==> src/rtl/display_value_formatter_pkg.sv <==
// display_value_formatter_pkg: shared state type and constants for the display value formatter
package display_value_formatter_pkg;
    typedef enum logic {IDLE, CONVERT} state_t;
    localparam logic [15:0] DEC_MAX    = 16'd9999;
    localparam logic [15:0] SAT_BCD    = 16'h9999;
    localparam int          ITER_COUNT = 16;
endpackage

==> src/rtl/display_value_formatter_bcd_add3.sv <==
// bcd_add3: double-dabble nibble correction, d_i (4) -> q_o (4) = d_i+3 when d_i >= 5
module bcd_add3
    import display_value_formatter_pkg::*;
(
    input  logic [3:0] d_i,
    input  logic       unused_i,
    output logic [3:0] q_o
);
    assign q_o = (d_i >= 4'd5) ? d_i + 4'd3 : d_i;
endmodule

==> src/rtl/display_value_formatter.sv <==
// display_value_formatter: 16-bit value -> packed display nibbles (hex pass-through or saturating BCD)
// ports: clk, rst (async, active-high), wr_en/wr_data/mode_dec (CPU write),
//        disp_value/busy/done/overflow/dropped (to scanner and status)
module display_value_formatter
    import display_value_formatter_pkg::*;
(
    input  logic        clk,
    input  logic        rst,
    input  logic        wr_en,
    input  logic [15:0] wr_data,
    input  logic        mode_dec,
    output logic [15:0] disp_value,
    output logic        busy,
    output logic        done,
    output logic        overflow,
    output logic        dropped
);
    state_t      state_q, state_d;
    logic [15:0] bin_q, bin_d, bcd_q, bcd_d, disp_q, disp_d, adj;
    logic [4:0]  cnt_q, cnt_d;
    logic        ovf_q, ovf_d, done_q, done_d, drop_q, drop_d;
    logic [31:0] sh;

    for (genvar i = 0; i < 4; i++) begin : g_add3
        bcd_add3 u_add3 (.d_i(bcd_q[4*i +: 4]), .unused_i(1'b0), .q_o(adj[4*i +: 4]));
    end

    // one double-dabble step: adjusted BCD and remaining binary shift left together
    assign sh = {adj, bin_q} << 1;

    always_comb begin
        state_d = state_q;
        bin_d   = bin_q;
        bcd_d   = bcd_q;
        cnt_d   = cnt_q;
        disp_d  = disp_q;
        ovf_d   = ovf_q;
        done_d  = 1'b0;
        drop_d  = 1'b0;
        if (state_q == IDLE) begin
            if (wr_en && !mode_dec) begin
                disp_d = wr_data;
                ovf_d  = 1'b0;
                done_d = 1'b1;
            end else if (wr_en && wr_data > DEC_MAX) begin
                disp_d = SAT_BCD;
                ovf_d  = 1'b1;
                done_d = 1'b1;
            end else if (wr_en) begin
                bin_d   = wr_data;
                bcd_d   = '0;
                cnt_d   = '0;
                state_d = CONVERT;
            end
        end else begin
            bcd_d  = sh[31:16];
            bin_d  = sh[15:0];
            cnt_d  = cnt_q + 5'd1;
            drop_d = wr_en;
            if (cnt_q == 5'(ITER_COUNT - 1)) begin
                disp_d  = sh[31:16];
                ovf_d   = 1'b0;
                done_d  = 1'b1;
                state_d = IDLE;
            end
        end
    end

    always_ff @(posedge clk or posedge rst) begin
        if (rst) begin
            state_q <= IDLE;
            bin_q   <= '0;
            bcd_q   <= '0;
            cnt_q   <= '0;
            disp_q  <= '0;
            ovf_q   <= 1'b0;
            done_q  <= 1'b0;
            drop_q  <= 1'b0;
        end else begin
            state_q <= state_d;
            bin_q   <= bin_d;
            bcd_q   <= bcd_d;
            cnt_q   <= cnt_d;
            disp_q  <= disp_d;
            ovf_q   <= ovf_d;
            done_q  <= done_d;
            drop_q  <= drop_d;
        end
    end

    assign disp_value = disp_q;
    assign busy       = (state_q == CONVERT);
    assign done       = done_q;
    assign overflow   = ovf_q;
    assign dropped    = drop_q;
endmodule
==> config.mk <==
export PLATFORM = sky130hd
export DESIGN_NAME = display_value_formatter
export DESIGN_NICKNAME = d
export VERILOG_FILES = /design/src/rtl/display_value_formatter_pkg.sv /design/src/rtl/display_value_formatter_bcd_add3.sv /design/src/rtl/display_value_formatter.sv
export SDC_FILE = /design/constraint.sdc
export NUM_CORES = 1
export LEC_CHECK = 0
export CAP_MARGIN = 0
export CORE_MARGIN = 2
export CORE_UTILIZATION = 60
export DETAILED_ROUTE_END_ITERATION = 6
export HOLD_SLACK_MARGIN = 0.05
export PLACE_DENSITY = 0.85
export SLEW_MARGIN = 20
export SYNTH_ARGS = -nofsm -noshare
export SYNTH_HDL_FRONTEND = slang
export SYNTH_HIERARCHICAL = 1
export SYNTH_SLANG_ARGS = --single-unit
export TNS_END_PERCENT = 5
==> constraint.sdc <==
create_clock -name clk -period 4.25 [get_ports clk]
set_input_delay 0.85 -clock clk [delete_from_list [all_inputs] [get_ports clk]]
set_output_delay 0.85 -clock clk [all_outputs]
set_load 0.02 [all_outputs]
==> impl_metrics.json, run 1 <==
{
  "crit_type": "in -> reg",
  "grt_max_degree": 41,
  "setup_ws_ns": 1.14,
  "remaining_drc_errors": 0,
  "yosys_warnings": 6,
  "cts_tree": "yes",
  "start_util": 0.622,
  "n_antenna_cell": 0,
  "dr.pass1.iters": 5,
  "setup_tns_ns": 0,
  "powerDensity_nw_per_um2": 751,
  "skew_ns": 0.00975,
  "clock_tree.root_cell": "clkbuf_8",
  "drv_cap": 0,
  "clkTransAtPathRegs_ns": 0.07,
  "rows": 26,
  "place_area_um2": 3600,
  "max_freq_ghz": 0.322,
  "grt_pass1_vias": 2749,
  "cp.arrival_ns": 3.36,
  "p_leak_nw": 1.56,
  "clock_sinks": 57,
  "postCtsSetupRepairBufs": 0,
  "numCtsBuffers": 9,
  "antenna_found_initial": 0,
  "drv_slew": 0,
  "core-area_um2": 5140,
  "tightest_slew_ns": 0.866,
  "port_buffers": 39,
  "area_delta_synth_final_pct": 18.7,
  "grt_use_total": 0.288,
  "setup_viol_count_final": 0,
  "cp-start-kind": "input pin",
  "ioPinCount": 40,
  "rsz0062_at_grt": "false",
  "holdBufCountCts": 0,
  "hpwl_mm": 5.32,
  "place.gp.congestion": 0.878,
  "finalPower_mw": 2.85,
  "r2r_slack_ns": 1.88,
  "clock_latency_ns": 0.34,
  "grt_pass1_wl_mm": 13.3,
  "hold_viol": 0,
  "dr.first_iter.drc_count": 288,
  "finalCritPeriodShare": 0.732,
  "crit_path_end_kind": "flop",
  "place_ws_ns": 0.829,
  "fin_area_um2": 3790,
  "ir_drop_mv": 0.402,
  "syn_inst": 341,
  "clockBufferDepth": 2,
  "slew_headroom": 0.422,
  "min_path_type": "reg -> reg",
  "required_ns": 4.50,
  "drt-vias-per-instance": 6.39,
  "fin_crit_ns": 3.11,
  "vias": 2852,
  "wl_mm": 8.13,
  "fin_util": 0.738,
  "fin_nets": 401,
  "grt_remaining_overflow": 0,
  "die-width_um": 77.0,
  "cts_resized": 0,
  "syn_nets": 371,
  "syn_area_um2": 3200,
  "die_h_um": 77.0,
  "h-tree-depth": 3,
  "antenna_left": 0,
  "status": "finished, final reports clean",
  "crit_fanout": 26,
  "drive_gt1_frac": 0.101,
  "routedWlPerCell_um": 18.2,
  "synth_area_per_cell_um2": 9.37,
  "fp.dieArea_um2": 5930
}
==> cells in the final DEF, fill, tap and decap left out, types with 2 or more instances in the layout <==
master,n
o22ai_1,8
o221ai_1,6
buf_4,3
a31oi_1,13
nand2_1,27
a21oi_1,12
o21ai_0,30
clkbuf_1,2
mux2i_1,7
inv_1,11
nand3_1,13
nor4_1,7
nor3_1,6
and2_1,2
mux2_2,9
a21oi_2,4
clkdlybuf4s50_1,39
a22o_1,22
ha_1,10
nand4_1,2
xnor2_1,6
a211oi_1,6
clkinv_2,2
nor2_1,28
o21ai_1,5
clkbuf_8,11
a2bb2oi_1,2
or3_1,6
dfrtp_1,56
nand2b_1,8
==> final timing paths <==
kind,to,start,depth (start not counted)
worst max-delay path,overflow,wr_data[12],5
worst min-delay path,bin_q[15],bin_q[14],2
worst max register to register,disp_value[1],cnt_q[0],7
worst min register to register,bin_q[15],bin_q[14],2
max in group asynchronous,bcd_q[7],rst,3
min in group asynchronous,cnt_q[3],rst,2
==> critical path: stages <==
cell and delay, ns:
clkdlybuf4s50_1 0.47, or4_4 0.58, nor3_4 0.71, o21ai_1 0.47, o21ai_0 0.28
==> stage by stage <==
stage	hold WS [ns]	cells
floorplan	0.444	341
global placement	0.471	430
detailed placement	0.466	430
CTS	0.492	446
global route	0.527	446
finish	0.493	446
==> routing by layer <==
metal | track usage | part of all wire | vias to the layer above
li1 | - | - | 1313
met1 | 0.377 | 0.42 | 1351
met2 | 0.453 | 0.47 | 155
met3 | 0.0682 | 0.078 | 33
met4 | 0.141 | 0.031 | 0
met5 | 0 | 0 | -
==> final cells by class <==
| type | instances | area, um^2 |
|---|---|---|
| clock buffers | 13 | 159 |
| clock inverters | 3 | 40.0 |
| fillers | 404 | 1350 |
| inverters | 12 | 45.0 |
| multi-input cells | 249 | 1620 |
| flip-flops and latches | 57 | 1430 |
| well taps | 70 | 87.6 |
| repair buffers | 42 | 413 |
==> where the power goes <==
part | total [mW] | switching, mW | internal, mW
clock network | 0.516 | 0.215 | 0.301
registers | 1.02 | 0.230 | 0.785
logic | 1.32 | 0.695 | 0.623
total | 2.85 | 1.14 | 1.71
==> registers in the layout (all words and copies together) (netlist names) <==
signal and count:
bcd_q 16, bin_q 16, busy 1, cnt_q 5
disp_value 16, done 1, dropped 1, overflow 1
Note: power is estimated with default switching activity, not from simulation.
==> run 2: changes to the inputs <==
Settings changed: CORE_UTILIZATION 60 to 56, PLACE_DENSITY 0.85 to 0.8.
Clock period 4.25 ns to 3.2 ns, I/O delays scaled along.
==> run 2 against run 1 <==
Effect of this change: sequential power rose by 29%; clock power rose by 59%; largest power group unchanged; total power rose by 37%; design area rose by 2.7%; flip-flop and latch count did not move; clock skew fell by 0.00093 ns; wire length fell by 6.1%; global-route usage fell by 2.5 points.
==> impl_metrics.json, run 2 (same netlist as run 1, synthesis figures left out) <==
{
  "status": "finished, final reports clean",
  "crit_slowest_cell": "or4_4",
  "seq_power_share": 0.340,
  "core-area_um2": 5510,
  "setup_viol_count_final": 0,
  "grt_max_degree": 58,
  "dr.pass1.iters": 7,
  "path_buf_inv": 2,
  "swShare": 0.381,
  "min_path_type": "reg -> reg",
  "rsz0062_at_grt": "false",
  "drt-vias-per-instance": 6.24,
  "die-width_um": 79.6,
  "remaining_drc_errors": 0,
  "p_comb_frac": 0.449,
  "place.gp.congestion": 0.887,
  "port_buffers": 39,
  "worstPathCellList": "clkdlybuf4s50_1 -> or4_4 -> or3_4 -> a21oi_4 -> buf_4 -> a22o_1",
  "clkPwrFrac": 0.211,
  "numCtsBuffers": 9,
  "grt_remaining_overflow": 0,
  "vias": 2831,
  "cp-start-kind": "input pin",
  "clock_sinks": 57,
  "n_antenna_cell": 0,
  "internal_power_mw": 2.41,
  "r2r_slack_ns": 0.83,
  "timing.hold.ws_ns": 0.481,
  "place_area_um2": 3660,
  "slowest_delay_ns": 0.58,
  "hold_viol": 0,
  "setup_ws_ns": 0.697,
  "crit_path_end_kind": "flop",
  "rows": 27,
  "fin_nets": 407,
  "grt_pass1_vias": 2636,
  "fin_crit_ns": 2.50,
  "ir_drop_mv": 0.595,
  "setup_tns_ns": 0,
  "antenna_found_initial": 0,
  "layout_commonest_cell": "dfrtp_1",
  "dr.first_iter.drc_count": 327,
  "holdBufCountCts": 0,
  "max_freq_ghz": 0.400,
  "postCtsSetupRepairBufs": 0,
  "clkTransAtPathRegs_ns": 0.06,
  "slew_headroom": 0.459,
  "clock_latency_ns": 0.34,
  "p_leak_nw": 1.62,
  "grt_pass1_wl_mm": 12.8,
  "drv_slew": 0,
  "skew_ns": 0.00882,
  "antenna_left": 0,
  "ioPinCount": 40,
  "finalCritPeriodShare": 0.782,
  "crit_fanout": 21,
  "clock_tree.root_cell": "clkbuf_8",
  "tightest_slew_ns": 0.810,
  "crit_type": "in -> reg",
  "multi_input_comb_area_um2": 1620,
  "cp.arrival_ns": 2.78,
  "hpwl_mm": 5.26,
  "start_util": 0.581,
  "drv_cap": 0,
  "critPathTopFamily": "simple AND/OR/NAND/NOR gates",
  "fin_area_um2": 3900,
  "cts_tree": "yes",
  "fp.dieArea_um2": 6330,
  "h-tree-depth": 3,
  "final_cell_mix": "dfrtp_1, clkdlybuf4s50_1, o21ai_0, nor2_1, nand2_1",
  "place_ws_ns": 0.380,
  "powerDensity_nw_per_um2": 998,
  "ff_latch_area_um2": 1430,
  "wl_mm": 7.63,
  "p_sw_mw": 1.48,
  "required_ns": 3.47,
  "area_delta_synth_final_pct": 22.0,
  "fillCellCount": 408,
  "cts_resized": 0,
  "die_h_um": 79.6,
  "clockBufferDepth": 2,
  "grt_use_total": 0.263,
  "routedWlPerCell_um": 16.8,
  "drive_gt1_frac": 0.120
}
## run 2: changes by cell type in the layout (fill, tap and decap cells not counted), sizes merged
cell | previous run | this run
buf | 3 | 9
clkbuf | 13 | 10
bufinv | 1 | 3
clkinv | 2 | 3
## run 2: power by group through the flow
stage | registers [mW] | logic (mW) | clock network, mW
finish | 1.32 | 1.75 | 0.823
global route | 1.37 | 1.94 | 0.866
CTS | 1.32 | 1.75 | 0.837
detailed placement | 1.33 | 1.73 | 0
global placement | 1.31 | 1.69 | 0
floorplan | 1.38 | 1.17 | 0
## run 2: final cells by class
class / instances / area share
clock inverters: 6 / 0.0270
well taps: 72 / 0.0231
clock buffers: 10 / 0.0353
repair buffers: 48 / 0.121
inverters: 12 / 0.0116
multi-input cells: 249 / 0.416
flip-flops and latches: 57 / 0.366
## run 2: layer usage
layer	GRT usage	share of wire	wire length, um
met5	0	0	0
met4	0.121	0.021	160
met3	0.0452	0.058	442
met2	0.395	0.47	3580
met1	0.372	0.45	3440
## run 2: tightest hold or removal path: stages (launching register included)
cell and delay [ns]:
dfrtp_1 0.34, nand2_1 0.05, o21ai_0 0.06
## run 2: worst paths after layout
check                       startpoint             to  cells past startpoint
hold reg to reg               overflow       overflow                      2
setup reg to reg              cnt_q[0]  disp_value[2]                      7
max in group asynchronous          rst           busy                      3
min in group asynchronous          rst       cnt_q[1]                      3
hold / removal                overflow       overflow                      2
setup / recovery           wr_data[12]      bcd_q[11]                      6
## run 2: per-stage QoR
step                utilization  power (mW)  cells
CTS                       0.708        3.90    454
floorplan                     -        2.55    341
finish                    0.708        3.89    454
detailed placement        0.664        3.06    438
global route              0.708        4.18    454
global placement          0.664        3.00    438
==> run 3: changes to the inputs <==
Clock period 3.2 ns to 2.47 ns, I/O delays scaled along.
==> run 3 against run 2 <==
Effect of this change: clock-buffer cell count is 3 higher; sequential share of layout area is 0.84 points lower; first-iteration DRC count is 40% lower; setup slack worse by 0.57 ns; combinational power is 38% higher; highest routed layer unchanged.
==> impl_metrics.json, run 3 (same netlist as run 1, synthesis figures left out) <==
{
  "cts_resized": 0,
  "grt_pass1_vias": 2758,
  "crit_path_end_kind": "flop",
  "clock_latency_ns": 0.34,
  "slowest_delay_ns": 0.67,
  "clkTransAtPathRegs_ns": 0.07,
  "min_path_type": "reg -> reg",
  "wl_mm": 8.33,
  "area_delta_synth_final_pct": 24.8,
  "clockBufferDepth": 2,
  "drv_slew": 0,
  "postCtsSetupRepairBufs": 0,
  "drive_gt1_frac": 0.158,
  "fillCellCount": 410,
  "grt_use_total": 0.281,
  "fp.dieArea_um2": 6330,
  "crit_fanout": 13,
  "clock_tree.root_cell": "clkbuf_8",
  "finalCritPeriodShare": 0.948,
  "cp-start-kind": "input pin",
  "powerDensity_nw_per_um2": 1230,
  "setup_viol_count_final": 0,
  "slew_headroom": 0.429,
  "vias": 2942,
  "max_freq_ghz": 0.427,
  "fin_crit_ns": 2.34,
  "grt_remaining_overflow": 0,
  "hold_viol": 0,
  "status": "finished, final reports clean",
  "place_area_um2": 3800,
  "dr.first_iter.drc_count": 197,
  "drt-vias-per-instance": 6.23,
  "holdBufCountCts": 0,
  "n_antenna_cell": 0,
  "fin_area_um2": 3990,
  "worstPathCellList": "clkdlybuf4s50_1 -> or4_4 -> nor3_2 -> o21ai_0 -> a31oi_1",
  "core-area_um2": 5510,
  "antenna_left": 0,
  "tightest_slew_ns": 0.852,
  "fin_nets": 425,
  "hpwl_mm": 5.72,
  "cts_tree": "yes",
  "layout_commonest_cell": "dfrtp_1",
  "cp.arrival_ns": 2.60,
  "place.gp.congestion": 0.853,
  "rows": 27,
  "routedWlPerCell_um": 17.6,
  "grt_use_met3": 0.0588,
  "antenna_found_initial": 0,
  "drv_cap": 0,
  "die_h_um": 79.6,
  "rsz0062_at_grt": "false",
  "path_buf_inv": 1,
  "dr.pass1.iters": 4,
  "grt_pass1_wl_mm": 13.6,
  "ioPinCount": 40,
  "start_util": 0.581,
  "remaining_drc_errors": 0,
  "numCtsBuffers": 9,
  "clock_sinks": 57,
  "fin_util": 0.725,
  "ir_drop_mv": 0.792,
  "gr-max-usage-layer": "met2",
  "crit_slowest_cell": "nor3_2",
  "skew_ns": 0.00887,
  "critPathTopFamily": "simple AND/OR/NAND/NOR gates",
  "grt_util_met1": 0.375,
  "use_met2": 0.437,
  "h-tree-depth": 3,
  "required_ns": 2.73,
  "grt_max_degree": 37,
  "crit_type": "in -> reg",
  "die-width_um": 79.6,
  "setup_tns_ns": 0,
  "port_buffers": 39,
  "final_cell_mix": "dfrtp_1, clkdlybuf4s50_1, o21ai_0, nor2_1, nand2_1",
  "p_leak_nw": 1.67
}
## run 3: cell count changes in the layout (fill, tap and decap cells not counted)
cell / delta
buf_4: +16
clkbuf_8: +2
bufinv_16: -3
nor3_2: +1
clkbuf_1: +1
buf_12: +1
## run 3: worst min-delay path: stages (launching register included)
cell	delay, ns
dfrtp_1	0.35
nand2_1	0.05
o21ai_0	0.06
## run 3: area by class of cell
cell class	instances	area [um^2]	area share
sequential	57	1430	0.358
clock inverter	3	15.0	0.00376
inverter	12	45.0	0.0113
timing repair buffer	65	611	0.153
clock buffer	13	169	0.0423
multi-input combinational	250	1630	0.409
tap	72	90.1	0.0226
## run 3: routing by layer
layer  vias to the layer above  wire length, um  part of all wire
met1                      1435             3590              0.43
met5                         -                0                 0
met2                       119             3980              0.48
met4                         0              238             0.029
met3                        24              521             0.063
li1                       1364                -                 -
## run 3: final timing paths
kind | startpoint | endpoint | slack (ns) | cells past startpoint
max in group asynchronous | rst | bcd_q[10] | 1.41 | 3
hold reg to reg | bin_q[13] | bin_q[14] | 0.49 | 2
setup reg to reg | bcd_q[1] | disp_value[2] | 0.50 | 8
hold / removal | bin_q[13] | bin_q[14] | 0.49 | 2
setup / recovery | wr_data[12] | bin_q[2] | 0.13 | 5
min in group asynchronous | rst | dropped | 0.50 | 2
## run 3: report_power, final
group | total [mW] | switching (mW) | internal [mW]
logic | 2.41 | 1.27 | 1.14
clock network | 0.810 | 0.369 | 0.441
registers | 1.70 | 0.351 | 1.35
total | 4.93 | 1.99 | 2.93
## run 3: metrics by stage
step           setup WS, ns  hold WS [ns]  total power [mW]  instances
6_report              0.129         0.485              4.93        472
5_1_grt              0.0692         0.530              5.26        472
4_1_cts              0.0354         0.483              4.91        471
3_5_place_dp         -0.313         0.463              4.08        455
3_3_place_gp         -0.223         0.465              3.98        455
2_1_floorplan         0.448         0.444              3.30        341
